`config.mk`:
```
export PLATFORM = sky130hd
export DESIGN_NAME = mem_access
export DESIGN_NICKNAME = d
export VERILOG_FILES = /design/src/rtl/mem_access.sv
export SDC_FILE = /design/constraint.sdc
export NUM_CORES = 1
export LEC_CHECK = 0
export BUFFER_PORTS_ARGS = -buffer_cell sky130_fd_sc_hd__clkbuf_2
export CELL_PAD_IN_SITES_DETAIL_PLACEMENT = 1
export CELL_PAD_IN_SITES_GLOBAL_PLACEMENT = 1
export CORE_MARGIN = 3
export CORE_UTILIZATION = 41
export DETAILED_ROUTE_END_ITERATION = 6
export PLACE_DENSITY = 0.89
export SLEW_MARGIN = 20
export SYNTH_ARGS = -nofsm -noshare
export SYNTH_HDL_FRONTEND = slang
export SYNTH_SLANG_ARGS = --single-unit
```
`constraint.sdc`:
```
create_clock -name clk -period 2.7 [get_ports clk]
set_input_delay 0 -clock clk [delete_from_list [all_inputs] [get_ports clk]]
set_output_delay 0 -clock clk [all_outputs]
set_load 0.02 [all_outputs]
```
`src/rtl/mem_access.sv`:
```
// Memory-access pipeline stage: passes ALU ops straight to write-back and runs one
// blocking req/ack data-memory transaction per load/store, with timeout and misalign flags.
module mem_access #(
   parameter int unsigned TIMEOUT_CYC = 255
) (
   input  logic        clk,
   input  logic        rst_n,
   input  logic        validM,
   input  logic        flashM,
   input  logic        we_regM,
   input  logic        mux9M,
   input  logic [31:0] resultM,
   input  logic [31:0] wdataM,
   input  logic [4:0]  rdM,
   input  logic [4:0]  rs1M,
   input  logic [4:0]  rs2M,
   input  logic [1:0]  cmdM,
   input  logic [19:0] imm20M,
   output logic        dmem_req,
   output logic        dmem_we,
   output logic [31:0] dmem_addr,
   output logic [31:0] dmem_wdata,
   input  logic        dmem_ack,
   input  logic [31:0] dmem_rdata,
   output logic        we_regW,
   output logic        mux9W,
   output logic [31:0] resultW,
   output logic [31:0] memW,
   output logic [4:0]  rdW,
   output logic [4:0]  rs1W,
   output logic [4:0]  rs2W,
   output logic [1:0]  cmdW,
   output logic [19:0] imm20W,
   output logic        stall_out,
   output logic        err_timeout,
   output logic        err_misalign,
   input  logic        err_clr
);

   localparam logic IDLE = 1'b0;
   localparam logic BUSY = 1'b1;

   localparam logic [1:0] CMD_LW = 2'b01;
   localparam logic [1:0] CMD_SW = 2'b10;
   localparam logic [7:0] lastCnt = 8'(TIMEOUT_CYC - 1);

   logic        state, stateNxt;
   logic [7:0]  waitCnt, waitCntNxt;
   logic        loadHold, setTimeout, setMisalign;

   logic        holdWe, holdMux9;
   logic [31:0] holdResult, holdWdata;
   logic [4:0]  holdRd, holdRs1, holdRs2;
   logic [1:0]  holdCmd;
   logic [19:0] holdImm20;

   logic        weNxt, mux9Nxt;
   logic [31:0] resultNxt, memNxt;
   logic [4:0]  rdNxt, rs1Nxt, rs2Nxt;
   logic [1:0]  cmdNxt;
   logic [19:0] imm20Nxt;

   assign stall_out  = (state == BUSY);
   assign dmem_req   = (state == BUSY);
   assign dmem_we    = (state == BUSY) && (holdCmd == CMD_SW);
   assign dmem_addr  = holdResult;
   assign dmem_wdata = holdWdata;

   // Every path defaults to a bubble; only accepted ALU ops and acked accesses write back.
   always_comb begin
      stateNxt    = state;
      waitCntNxt  = waitCnt;
      loadHold    = 1'b0;
      setTimeout  = 1'b0;
      setMisalign = 1'b0;
      weNxt       = 1'b0;
      mux9Nxt     = 1'b0;
      resultNxt   = '0;
      memNxt      = '0;
      rdNxt       = '0;
      rs1Nxt      = '0;
      rs2Nxt      = '0;
      cmdNxt      = '0;
      imm20Nxt    = '0;
      if (flashM) begin
         stateNxt   = IDLE;
         waitCntNxt = '0;
      end else if (state == IDLE) begin
         if (validM) begin
            if (cmdM == CMD_LW || cmdM == CMD_SW) begin
               if (resultM[1:0] == 2'b00) begin
                  stateNxt   = BUSY;
                  waitCntNxt = '0;
                  loadHold   = 1'b1;
               end else begin
                  setMisalign = 1'b1;
               end
            end else begin
               weNxt     = we_regM;
               mux9Nxt   = mux9M;
               resultNxt = resultM;
               rdNxt     = rdM;
               rs1Nxt    = rs1M;
               rs2Nxt    = rs2M;
               cmdNxt    = cmdM;
               imm20Nxt  = imm20M;
            end
         end
      end else if (dmem_ack) begin
         stateNxt   = IDLE;
         waitCntNxt = '0;
         weNxt      = (holdCmd == CMD_SW) ? 1'b0 : holdWe;
         mux9Nxt    = holdMux9;
         resultNxt  = holdResult;
         memNxt     = (holdCmd == CMD_LW) ? dmem_rdata : 32'h0;
         rdNxt      = holdRd;
         rs1Nxt     = holdRs1;
         rs2Nxt     = holdRs2;
         cmdNxt     = holdCmd;
         imm20Nxt   = holdImm20;
      end else if (waitCnt == lastCnt) begin
         setTimeout = 1'b1;
         stateNxt   = IDLE;
         waitCntNxt = '0;
      end else begin
         waitCntNxt = waitCnt + 8'd1;
      end
   end

   always_ff @(posedge clk or negedge rst_n) begin
      if (!rst_n) begin
         state        <= IDLE;
         waitCnt      <= '0;
         holdWe       <= 1'b0;
         holdMux9     <= 1'b0;
         holdResult   <= '0;
         holdWdata    <= '0;
         holdRd       <= '0;
         holdRs1      <= '0;
         holdRs2      <= '0;
         holdCmd      <= '0;
         holdImm20    <= '0;
         we_regW      <= 1'b0;
         mux9W        <= 1'b0;
         resultW      <= '0;
         memW         <= '0;
         rdW          <= '0;
         rs1W         <= '0;
         rs2W         <= '0;
         cmdW         <= '0;
         imm20W       <= '0;
         err_timeout  <= 1'b0;
         err_misalign <= 1'b0;
      end else begin
         state   <= stateNxt;
         waitCnt <= waitCntNxt;
         if (loadHold) begin
            holdWe     <= we_regM;
            holdMux9   <= mux9M;
            holdResult <= resultM;
            holdWdata  <= wdataM;
            holdRd     <= rdM;
            holdRs1    <= rs1M;
            holdRs2    <= rs2M;
            holdCmd    <= cmdM;
            holdImm20  <= imm20M;
         end
         we_regW <= weNxt;
         mux9W   <= mux9Nxt;
         resultW <= resultNxt;
         memW    <= memNxt;
         rdW     <= rdNxt;
         rs1W    <= rs1Nxt;
         rs2W    <= rs2Nxt;
         cmdW    <= cmdNxt;
         imm20W  <= imm20Nxt;
         // A set event in the same cycle as err_clr wins.
         err_timeout  <= setTimeout  | (err_timeout  & ~err_clr);
         err_misalign <= setMisalign | (err_misalign & ~err_clr);
      end
   end

endmodule

```
# After elaboration in Yosys (flattened, before gate mapping)
# Index checks and enable logic that the tools add are counted.
# totals
elab_cells	110
ff_bits	217
out_inout_bits	172
input_bits	141
# op_classes
muxes	70
bitwise	5
reduce_logical	7
n_addsub	1
eq_ne	5
# op_table
cell	count
32-bit two-way mux	9
20-bit two-way mux	5
5-bit two-way mux	15
8-bit two-way mux	7
1-bit two-way mux	29
2-bit two-way mux	5
3-bit nonzero test	3
8-bit by 1-bit adder with 8-bit output, second input constant	1
8-bit == test, second input constant	1
2-bit by 1-bit == test with 1-bit output, second input constant	2
2-bit == test, second input constant	2
3-bit AND reduction	1
1-bit AND	2
2-bit zero test	1
1-bit bitwise OR	2
1-bit logical AND	1
1-bit logical OR	1
1-bit inverter	1

# Depth between registers and ports, before layout
# logic_depth
word_depth	7
depth_mapped	7
depth_no_buf	5

# Worst setup path after synthesis
# No wires, ideal clock.
# synth_timing
path_kind	flip-flop to flip-flop
start	reg state (netlist: dmem_req)
end	reg holdResult[10] (netlist: dmem_addr[10])
path_buffers	3
required_ps	2575
arrival_ps	1565
setup_time_ps	125
slack_ps	1010
path_stages_with_launch	8
synth_period_minus_slack_ps	1690
cell_sequence	dfrtp_1 nor2b_2 nand3b_1 nand2b_1 clkbuf_1 buf_6 buf_6 mux2_2
# synth_between
elab_chain_len	2
# synth_rtl
item	line	source
start: declaration	47	logic state, stateNxt;
start signal: assignment	155	state <= stateNxt;
1-bit two-way mux	88	end else if (state == IDLE) begin
1-bit two-way mux	85	if (flashM) begin
end signal: assignment	160	holdResult <= resultM;
end: declaration	52	logic [31:0] holdResult, holdWdata;
# No other way between the ends.
# A chain may end at the register's enable or synchronous reset.

# Worst setup path after layout
# layout_timing
start	reg state (netlist: dmem_req)
end	out stall_out
# layout_lines
item	line	source
end: declaration	34	output logic stall_out,
# No word-level cell between the ends.

==> parameters.txt <==
Parameter                              Value

Synth
  Share of flip-flops with an asynchronous set or reset after synthesis    100%
  Mean cell area of the mapped netlist    13.8 sq um
  Number of different library cells in the post-synthesis netlist    37
  Cells after Synth    591
  Area of the mapped netlist    0.00816 sq mm
  Total number of yosys warnings    0
  Post-synthesis sequential area ratio    66.6%
  Total nets after synthesis    735
  Number of flip-flops and latches in the synthesized netlist    217
  Top_reg_cell synth    sky130_fd_sc_hd__dfrtp_1
  Post-synth EDFFs    0

Final layout
  Combined area of the multi-input logic cells    0.00250 sq mm
  Reg area    0.00543 sq mm
  Fin nets    1,187
  Share of final-layout standard cells stronger than drive strength 1    44.4%
  Synthesis-to-finish area growth    50.2%
  Cell area after layout    0.0123 sq mm
  Fillers    1,964

Timing
  Worst Hold Slack    0.0959 ns
  Transition at the pin with the smallest max-transition slack    0.888 ns
  Final Slew Violations    0
  Unrepaired setup endpoints after global routing    false
  Final Skew    0.0108 ns
  Total count of hold-check failures in the final report    0
  Normalized max-slew margin    40.4%
  Fraction of the cycle the final worst path needs    78.5%
  Final setup viols    0
  F_max    472 MHz
  Fin worst setup slack    0.579 ns
  Setup TNS    0 ns
  Final period demand of the worst path    2.12 ns

Placed design
  Placer congestion estimate    0.814
  Post-place instance area    0.0100 sq mm
  Post-placement setup slack    0.834 ns
  Total of buffers placed on input and output ports    312
  DPL Wire Length    16,800 um

Pwr
  Sequential power share    43.6%
  Power per cell area    758 mW/mm^2
  Leakage Power    6.25 nW
  Sw power    2.73 mW
  Internal power summed over all cells    6.56 mW
  IR drop worst, VDD    448 uV
  Power share of the clock group    37.5%
  Share of total power consumed by net switching    29.4%
  Combinational share of power    19.0%

Drt
  Total routed wirelength    31,200 um
  Antenna Nets Post-Route    0
  Post-DR wirelength/cell    23.6 um
  Final routed DRC violation total    0
  Iteration count of the initial detailed-routing pass    5
  Vias    6,883
  First DRT Iteration DRCs    299
  Average vias per placed instance    5.21

Outcome
  Result of the run    complete, no violations

Clocking
  Clock Tree Buf Depth    3
  Clock latency on the worst-skew pair    0.51 ns
  Total clock sinks    217
  Number of buffers added for setup after CTS    0
  Count of H-tree levels built during CTS    1
  Clock buffers created by TritonCTS    24
  Clock tree from TritonCTS    done
  Clock Pin Slew Worst Setup and Hold Paths    0.07 ns
  Clock Root Buffer    sky130_fd_sc_hd__clkbuf_16

Critical path
  Launching element type of the critical path    register
  Data arrival, critical path    2.12 ns
  Worst setup path start    dmem_req$_DFF_PN0_
  R2r endpoint    we_regW$_DFF_PN0_
  Start of the worst register-to-register path    dmem_req$_DFF_PN0_
  Depth of the worst register-to-register path    6
  Data required, critical path    2.70 ns
  Capturing element type of the critical path    output pin
  Crit Path Class    reg -> out
  Max Fanout on Critical Path    43
  Slack of the worst reg-to-reg path    0.72 ns

Job
  Number of maximum-capacitance violations    0

Floorplanning
  Total die area    0.0216 sq mm
  Count of pins on the block boundary    313
  Horiz. Die Dim    147 um
  Core outline area    0.0191 sq mm
  Initial core utilization    42.6%
  Floorplan die height    147 um
  Number of placement rows    50

Global route
  Initial antenna violation count    2
  Wire length of the first global-routing pass    48,000 um
  Vias in the first global route    7,986
  Combined global-route utilization of all metal layers    28.5%
  Pin count of the biggest net entering global routing    84
  Final global-route overflow total    0

Hold path
  Type of the worst min-delay path    in -> async
[critical path: stages (launching register included)]
cell                       delay [ns]
sky130_fd_sc_hd__dfrtp_2         0.38
sky130_fd_sc_hd__buf_4           0.43
sky130_fd_sc_hd__buf_4           0.50
sky130_fd_sc_hd__clkbuf_2        0.26
[cell type report]
cell class | count | share of cell area (%)
flip-flops and latches | 217 | 44.3
repair buffers | 466 | 25.6
multi-input cells | 327 | 20.4
clock buffers | 33 | 5.68
well taps | 260 | 2.65
clock inverters | 10 | 1.11
inverters | 7 | 0.214
diodes | 2 | 0.0408
[cell usage in the layout (no fill, tap or decap), types with 5 or more instances in the layout]
cell type                       netlist  routed
sky130_fd_sc_hd__a21oi_1              8       8
sky130_fd_sc_hd__a22oi_1             68      68
sky130_fd_sc_hd__and2_1              34      34
sky130_fd_sc_hd__buf_4                1       8
sky130_fd_sc_hd__clkbuf_16            0      25
sky130_fd_sc_hd__clkbuf_2             0     311
sky130_fd_sc_hd__dfrtp_1            217     216
sky130_fd_sc_hd__dlygate4sd3_1        0     142
sky130_fd_sc_hd__inv_1                7       7
sky130_fd_sc_hd__mux2_2             101     101
sky130_fd_sc_hd__nand2_1              5       5
sky130_fd_sc_hd__nor2_1              69      69
sky130_fd_sc_hd__o21ai_0              5       5
[worst max-delay path by stage]
stage | end | slack, ns | cells after the start
2_1_floorplan | dmem_addr[10]$_DFFE_PN0P_ | 1.01 | 7
3_3_place_gp | dmem_wdata[10]$_DFFE_PN0P_ | 0.92 | 6
3_5_place_dp | dmem_wdata[31]$_DFFE_PN0P_ | 0.83 | 6
4_1_cts | stall_out | 0.59 | 3
5_1_grt | stall_out | 0.52 | 3
6_report | stall_out | 0.58 | 3
[metrics by stage]
stage	cells	utilization (%)	total power, mW
2_1_floorplan	591	-	4.83
3_3_place_gp	1135	52.2	5.44
3_5_place_dp	1135	52.2	5.55
4_1_cts	1320	64.0	9.14
5_1_grt	1322	64.0	9.65
6_report	1322	64.0	9.29
[repair_timing]
item | in CTS | in global routing
hold buffers | 142 | 0
resized for setup | 0 | 0
hold endpoints to repair | 328 | 0
[per-layer routing]
metal / track usage [%] / vias up / share of wire, %
met2: 52.1 / 343 / 53
met3: 7.28 / 84 / 7.3
met5: 0 / - / 0
met4: 11.5 / 0 / 4.1
met1: 31.7 / 3481 / 36
li1: - / 2975 / -
[cells in the mapped netlist, types with 2 or more instances]
| cell type | n | area share [%] |
|---|---|---|
| sky130_fd_sc_hd__nor3_1 | 2 | 0.12 |
| sky130_fd_sc_hd__a21o_1 | 2 | 0.18 |
| sky130_fd_sc_hd__and3_1 | 3 | 0.23 |
| sky130_fd_sc_hd__nand4_1 | 2 | 0.15 |
| sky130_fd_sc_hd__dfrtp_1 | 217 | 67 |
| sky130_fd_sc_hd__nor3b_1 | 2 | 0.18 |
| sky130_fd_sc_hd__a22oi_1 | 68 | 6.3 |
| sky130_fd_sc_hd__o21ai_0 | 5 | 0.31 |
| sky130_fd_sc_hd__or3_1 | 2 | 0.15 |
| sky130_fd_sc_hd__mux2_2 | 101 | 14 |
| sky130_fd_sc_hd__inv_1 | 7 | 0.32 |
| sky130_fd_sc_hd__a21oi_1 | 8 | 0.49 |
| sky130_fd_sc_hd__nand2_1 | 5 | 0.23 |
| sky130_fd_sc_hd__clkbuf_1 | 24 | 1.1 |
| sky130_fd_sc_hd__nand2b_1 | 2 | 0.15 |
| sky130_fd_sc_hd__nand3_1 | 4 | 0.25 |
| sky130_fd_sc_hd__and2_1 | 34 | 2.6 |
| sky130_fd_sc_hd__buf_6 | 8 | 1.1 |
| sky130_fd_sc_hd__buf_2 | 6 | 0.37 |
| sky130_fd_sc_hd__o22ai_1 | 2 | 0.15 |
| sky130_fd_sc_hd__ha_1 | 3 | 0.46 |
| sky130_fd_sc_hd__nor2_1 | 69 | 3.2 |
[power by group through the flow]
| stage | logic [mW] | registers [mW] | clock network (mW) |
|---|---|---|---|
| 3_5_place_dp | 1.52 | 4.03 | 0 |
| 3_3_place_gp | 1.45 | 4.00 | 0 |
| 2_1_floorplan | 0.496 | 4.34 | 0 |
| 5_1_grt | 1.87 | 4.08 | 3.69 |
| 4_1_cts | 1.70 | 3.98 | 3.46 |
| 6_report | 1.76 | 4.05 | 3.48 |
[registers in the layout, summed over array words and instances (netlist names), 2 cells and up]
| signal | cells |
|---|---|
| dmem_wdata | 32 |
| rs2W | 5 |
| dmem_addr | 32 |
| imm20W | 20 |
| rs1W | 5 |
| rdW | 5 |
| holdCmd | 2 |
| memW | 32 |
| holdRd | 5 |
| holdImm20 | 20 |
| cmdW | 2 |
| resultW | 32 |
| holdRs2 | 5 |
| waitCnt | 8 |
| holdRs1 | 5 |
[cells by family (layout without fill, tap and decap cells)]
group,count (synthesis),count (layout),share of synthesized area (%)
buffers and inverters,47,516,3.04
flip-flops,217,217,66.6
AO/OA/AOI/OAI,93,93,8.25
AND/OR/NAND/NOR,130,130,7.75
adder cells (fa/ha/maj),3,3,0.460
multiplexers,101,101,13.9
other,0,2,0
(Power assumes the default switching activity.)
